$ cat src/rtl/spi_pkg.sv
// Shared types and helpers for the SPI receive slave with CRC check.
package spi_pkg;

   typedef enum logic [1:0] {
      R_IDLE  = 2'd0,
      R_SHIFT = 2'd1,
      R_WAIT  = 2'd2
   } rx_state_t;

   typedef enum logic [1:0] {
      C_IDLE = 2'd0,
      C_RUN  = 2'd1,
      C_DONE = 2'd2
   } chk_state_t;

   localparam logic [3:0] DEFAULT_CRC4_POLY = 4'b0011;
   localparam logic [7:0] DEFAULT_CRC8_POLY = 8'h07;

   // Data is sampled on the rising sclk edge when CPOL and CPHA agree,
   // otherwise on the falling edge.
   function automatic bit sample_on_rise(input bit cpol, input bit cpha);
      return (cpol == cpha);
   endfunction

endpackage

$ cat src/rtl/crc_div_serial.sv
// Iterative CRC long divider: one division step per clock over the
// payload bits, then a one-cycle done with the payload and remainder flag.
//
// state  | meaning
// C_IDLE | waiting for start
// C_RUN  | one XOR-subtract step per clock, bit W-1 down to CRC_W
// C_DONE | result visible for one cycle (done_o), may restart
module crc_div_serial
   import spi_pkg::*;
#(
   parameter int               W     = 12,
   parameter int               CRC_W = 4,
   parameter logic [CRC_W-1:0] POLY  = DEFAULT_CRC4_POLY
) (
   input  logic                 clk,
   input  logic                 rst,
   input  logic                 start_i,
   input  logic [W-1:0]         codeword_i,
   output logic                 done_o,
   output logic                 busy_o,
   output logic [W-CRC_W-1:0]   data_o,
   output logic                 crc_err_o
);

   localparam int             DATA_W = W - CRC_W;
   localparam int             IDX_W  = $clog2(W);
   localparam logic [W-1:0]   GEN_W  = W'({1'b1, POLY});

   chk_state_t         state_q, state_d;
   logic [W-1:0]       rem_q, rem_d;
   logic [W-1:0]       step_val;
   logic [IDX_W-1:0]   idx_q, idx_d;
   logic [DATA_W-1:0]  cap_q, cap_d;
   logic [DATA_W-1:0]  data_q, data_d;
   logic               crc_err_q, crc_err_d;

   // One division step: subtract the generator aligned under bit idx when that bit is set.
   always_comb begin
      step_val = rem_q;
      if (rem_q[idx_q]) begin
         step_val = rem_q ^ (GEN_W << (idx_q - IDX_W'(CRC_W)));
      end
   end

   // Checker sequencing; results are latched on the last step so they
   // appear together with done.
   always_comb begin
      state_d   = state_q;
      rem_d     = rem_q;
      idx_d     = idx_q;
      cap_d     = cap_q;
      data_d    = data_q;
      crc_err_d = crc_err_q;
      case (state_q)
         C_IDLE, C_DONE: begin
            state_d = C_IDLE;
            if (start_i) begin
               rem_d   = codeword_i;
               cap_d   = codeword_i[W-1:CRC_W];
               idx_d   = IDX_W'(W - 1);
               state_d = C_RUN;
            end
         end
         C_RUN: begin
            rem_d = step_val;
            idx_d = idx_q - IDX_W'(1);
            if (idx_q == IDX_W'(CRC_W)) begin
               state_d   = C_DONE;
               data_d    = cap_q;
               crc_err_d = |step_val[CRC_W-1:0];
            end
         end
         default: state_d = C_IDLE;
      endcase
   end

   // State and datapath registers.
   always_ff @(posedge clk) begin
      if (rst) begin
         state_q   <= C_IDLE;
         rem_q     <= '0;
         idx_q     <= '0;
         cap_q     <= '0;
         data_q    <= '0;
         crc_err_q <= 1'b0;
      end else begin
         state_q   <= state_d;
         rem_q     <= rem_d;
         idx_q     <= idx_d;
         cap_q     <= cap_d;
         data_q    <= data_d;
         crc_err_q <= crc_err_d;
      end
   end

   assign done_o    = (state_q == C_DONE);
   assign busy_o    = (state_q != C_IDLE);
   assign data_o    = data_q;
   assign crc_err_o = crc_err_q;

   // The receive side must never hand over a codeword while a division is running.
   a_no_start_in_run: assert property (@(posedge clk) disable iff (rst)
      !(start_i && state_q == C_RUN));

endmodule

$ cat src/rtl/spi_slave_crc_rx.sv
// Oversampling SPI receive slave: collects DATA_W+CRC_W bit codewords and
// hands each one to a serial CRC checker while the next frame streams in.
//
// state   | meaning
// R_IDLE  | cs inactive, waiting for cs low
// R_SHIFT | collecting codeword bits on sample edges
// R_WAIT  | full codeword taken, ignoring sclk until cs rises
module spi_slave_crc_rx
   import spi_pkg::*;
#(
   parameter int               DATA_W    = 8,
   parameter int               CRC_W     = 4,
   parameter logic [CRC_W-1:0] POLY      = DEFAULT_CRC4_POLY,
   parameter bit               CPOL      = 1'b0,
   parameter bit               CPHA      = 1'b1,
   parameter bit               LSB_FIRST = 1'b1
) (
   input  logic              clk,
   input  logic              rst,
   input  logic              sclk,
   input  logic              cs,
   input  logic              mosi,
   output logic [DATA_W-1:0] data,
   output logic              valid,
   output logic              crc_err,
   output logic              frame_err,
   output logic              busy
);

   localparam int W           = DATA_W + CRC_W;
   localparam int CNT_W       = $clog2(W);
   localparam bit SAMPLE_RISE = sample_on_rise(CPOL, CPHA);

   logic [1:0]       sclk_sync_q, cs_sync_q, mosi_sync_q;
   logic             sclk_prev_q;
   logic             sclk_s, cs_s, mosi_s, sample_edge;

   rx_state_t        rx_state_q, rx_state_d;
   logic [CNT_W-1:0] cnt_q, cnt_d, wr_idx;
   logic [W-1:0]     shift_q, shift_d;
   logic             start, frame_err_q, frame_err_d;
   logic             chk_busy;

   // Two-flop synchronisers plus one extra sclk stage for edge detection.
   // Reset values match the idle bus so leaving reset does not fake an edge.
   always_ff @(posedge clk) begin
      if (rst) begin
         sclk_sync_q <= {2{CPOL}};
         cs_sync_q   <= 2'b11;
         mosi_sync_q <= 2'b00;
         sclk_prev_q <= CPOL;
      end else begin
         sclk_sync_q <= {sclk_sync_q[0], sclk};
         cs_sync_q   <= {cs_sync_q[0], cs};
         mosi_sync_q <= {mosi_sync_q[0], mosi};
         sclk_prev_q <= sclk_sync_q[1];
      end
   end

   assign sclk_s      = sclk_sync_q[1];
   assign cs_s        = cs_sync_q[1];
   assign mosi_s      = mosi_sync_q[1];
   assign sample_edge = SAMPLE_RISE ? (sclk_s & ~sclk_prev_q) : (~sclk_s & sclk_prev_q);

   // Receive sequencing; the W-th bit is merged combinationally so the
   // checker is loaded in the same cycle that bit is sampled.
   always_comb begin
      rx_state_d  = rx_state_q;
      cnt_d       = cnt_q;
      shift_d     = shift_q;
      start       = 1'b0;
      frame_err_d = 1'b0;
      wr_idx      = LSB_FIRST ? cnt_q : (CNT_W'(W - 1) - cnt_q);
      case (rx_state_q)
         R_IDLE: begin
            if (!cs_s) begin
               rx_state_d = R_SHIFT;
               cnt_d      = '0;
               shift_d    = '0;
            end
         end
         R_SHIFT: begin
            if (cs_s) begin
               frame_err_d = 1'b1;
               cnt_d       = '0;
               rx_state_d  = R_IDLE;
            end else if (sample_edge) begin
               shift_d[wr_idx] = mosi_s;
               cnt_d           = cnt_q + CNT_W'(1);
               if (cnt_q == CNT_W'(W - 1)) begin
                  start      = 1'b1;
                  rx_state_d = R_WAIT;
               end
            end
         end
         R_WAIT: begin
            if (cs_s) begin
               rx_state_d = R_IDLE;
            end
         end
         default: rx_state_d = R_IDLE;
      endcase
   end

   // Receive state, bit counter, shift register and frame error pulse.
   always_ff @(posedge clk) begin
      if (rst) begin
         rx_state_q  <= R_IDLE;
         cnt_q       <= '0;
         shift_q     <= '0;
         frame_err_q <= 1'b0;
      end else begin
         rx_state_q  <= rx_state_d;
         cnt_q       <= cnt_d;
         shift_q     <= shift_d;
         frame_err_q <= frame_err_d;
      end
   end

   crc_div_serial #(
      .W     (W),
      .CRC_W (CRC_W),
      .POLY  (POLY)
   ) u_crc_div (
      .clk        (clk),
      .rst        (rst),
      .start_i    (start),
      .codeword_i (shift_d),
      .done_o     (valid),
      .busy_o     (chk_busy),
      .data_o     (data),
      .crc_err_o  (crc_err)
   );

   assign frame_err = frame_err_q;
   assign busy      = (rx_state_q != R_IDLE) | chk_busy;

endmodule

$ cat config.mk
export PLATFORM = sky130hd
export DESIGN_NAME = spi_slave_crc_rx
export DESIGN_NICKNAME = d
export VERILOG_FILES = /design/src/rtl/spi_pkg.sv /design/src/rtl/crc_div_serial.sv /design/src/rtl/spi_slave_crc_rx.sv
export SDC_FILE = /design/constraint.sdc
export NUM_CORES = 1
export LEC_CHECK = 0
export ABC_AREA = 1
export CAP_MARGIN = 20
export CORE_ASPECT_RATIO = 0.6
export CORE_MARGIN = 1.5
export CORE_UTILIZATION = 50
export CTS_CLUSTER_DIAMETER = 30
export DETAILED_ROUTE_END_ITERATION = 6
export PLACE_DENSITY = 0.68
export SLEW_MARGIN = 15
export SYNTH_ARGS = -nofsm -noshare
export SYNTH_HDL_FRONTEND = slang
export SYNTH_SLANG_ARGS = --single-unit
$ cat constraint.sdc
create_clock -name clk -period 4.45 [get_ports clk]
set_clock_uncertainty 0.15 [all_clocks]
set_input_delay 0.445 -clock clk [delete_from_list [all_inputs] [get_ports clk]]
set_output_delay 0.445 -clock clk [all_outputs]
set_load 0.05 [all_outputs]
==> results.toml <==
[setup_path]
critPathMaxFanout = 21
setup.worst_path.start_class = "flip-flop"
cp.required_ps = 4530
crit_arrival_ps = 2770
end_kind = "flip-flop"
critPathKind = "reg2reg"

[flow_run]
maxCapViolCount = 0

[logic_synthesis]
ys_types = 32
yosysWarnings = 0
postSynthAreaPerCell_um2 = 6.68
synth_area_mm2 = 0.00326
synth_edf_count = 0
yosysSeqAreaShare_pct = 37.4
ys_async_sr_fraction_pct = 0
ys_ff_latch = 61
synth_ff_type = "dfxtp_1"
syn_nets = 503
syn_inst = 488

[final_layout]
diodes = 0
stdcell_area_mm2 = 0.00366
drive_above_1_share_pct = 7.74
layout_common_cells = "nand2_1 (92), inv_1 (82), dfxtp_1 (61)"
final_common_cell = "nand2_1"
area_delta_synth_final_pct = 12.1
fin_nets = 514

[die]
die_area_mm2 = 0.00703
io_pins = 17
core_area_mm2 = 0.00619
initial_utilization_pct = 52.7
fp.dieW_um = 107
fp.dieH_um = 65.6
fp-row-count = 22

[placed_design]
gp_congestion = 1.05
portBuffers = 16
post-dp-hpwl_um = 5750
placed_area_mm2 = 0.00346

[timing]
tns_ps = 0
fin_crit_ps = 2690
rsz0062_at_grt = "false"
hold_violations = 0
setup_viol = 0
worstMarginPinSlew_ps = 708
slew_headroom_pct = 52.3
slew_violations = 0
post-route-period-util_pct = 60.3
fmax_ghz = 0.372

[global_route]
use_met3_pct = 8.04
grt_max_degree = 37
antenna_found_initial = 0
grt_pass1_wl_um = 13000
use_met2_pct = 31.1
track_usage_pct = 24.3
gr-total-overflow = 0
met1_usage_pct = 37.1
busiest_layer = "met1"
grt_pass1_vias = 2591

[cts]
cts_tree = "done"
cts_setup_buffers = 0
clock_latency_ps = 350
clock_sinks = 61
clockBufferDepth = 2
path_clk_slew_ps = 70
htree_levels = 3
postCtsResizedCells = 0
clockRootBuffer = "clkbuf_8"
postCtsHoldBufs = 0
numCtsBuffers = 9

[routing]
firstDrtPassIters = 5
wl_per_cell_um = 13.1
detailedRoute.firstIterationViolations = 303
vias = 3042
drcViolationCount = 0
totalWireLength_um = 7680
vias_per_cell = 5.17
ant_nets = 0

[pwr]
total_power_mw = 1.06
ir_drop_uv = 253
p_leak_nw = 1.59
powerDensity_mw_per_mm2 = 289

[worst_hold_path]
hold_path_class = "reg2reg"

[run_status]
status = "finished, final reports clean"
==> per-layer routing <==
metal,wire (um),vias to the layer above
met3,763,8
met1,4010,1356
met5,0,-
met4,59,0
li1,-,1566
met2,2850,112
==> logic make-up (layout without fill, tap and decap cells) <==
family                   Yosys count  in the layout  synth area share (%)
flip-flops                        61             61                  37.4
XOR/XNOR                          10             10                  2.68
adder cells (fa/ha/maj)           10             10                  3.84
AND/OR/NAND/NOR                  205            205                  27.2
buffers and inverters            105            121                  12.4
AO/OA/AOI/OAI                     97             97                  16.5
==> power breakdown <==
part | switching [mW] | internal [mW]
registers | 0.00324 | 0.550
logic | 0.0222 | 0.00966
clock network | 0.212 | 0.261
total | 0.237 | 0.821
==> sequential cells by signal, indices dropped and copies added (netlist names) <==
signal	flops
mosi_sync_q	2
rx_state_q	2
sclk_sync_q	2
sclk_prev_q	1
u_crc_div.idx_q	4
u_crc_div.state_q	2
cnt_q	4
u_crc_div.data_o	8
frame_err	1
cs_sync_q	2
u_crc_div.rem_q	12
u_crc_div.crc_err_o	1
u_crc_div.cap_q	8
shift_q	12
==> worst paths after layout <==
| path | from | end | slack, ps | cells after the start |
|---|---|---|---|---|
| max | rx_state_q[0] | u_crc_div.rem_q[6] | 1760 | 10 |
| min | sclk_sync_q[0] | sclk_sync_q[1] | 260 | 2 |
| max reg2reg | rx_state_q[0] | u_crc_div.rem_q[6] | 1760 | 10 |
| min reg2reg | sclk_sync_q[0] | sclk_sync_q[1] | 260 | 2 |
==> layout make-up <==
class | instances | area (um^2)
fillers | 597 | 2540
well taps | 84 | 105
clock inverters | 3 | 17.5
clock buffers | 13 | 179
flip-flops and latches | 61 | 1220
inverters | 88 | 330
multi-input cells | 322 | 1640
repair buffers | 17 | 168
==> through the flow <==
step,setup slack (ps),util [%],hold slack (ps),instances
2_1_floorplan,2380,-,238,488
3_3_place_gp,1970,55.9,240,572
3_5_place_dp,1850,55.9,252,572
4_1_cts,1830,59.0,263,588
5_1_grt,1480,59.0,287,588
6_report,1760,59.0,261,588
==> Yosys cell counts (3+ instances only) <==
master / n / area, um^2
a21oi_1: 30 / 150
clkbuf_1: 12 / 45.0
dfxtp_1: 61 / 1220
ha_1: 10 / 125
inv_1: 82 / 308
inv_2: 6 / 22.5
nand2_1: 92 / 345
nand3_1: 38 / 190
nor2_1: 56 / 210
nor2_2: 5 / 31.3
o211ai_1: 6 / 45.0
o21ai_0: 48 / 240
o21ai_1: 3 / 15.0
or2_2: 3 / 18.8
xor2_1: 10 / 87.6
==> critical path: stages, from the launching register on <==
cell	delay [ps]
dfxtp_1	360
inv_2	60
nor2_2	350
inv_1	180
nor2_2	210
nand3_2	350
nand2_4	240
a21boi_4	320
inv_2	120
nor2_1	150
nor2_1	70
Power figures use the tool's default switching activity.
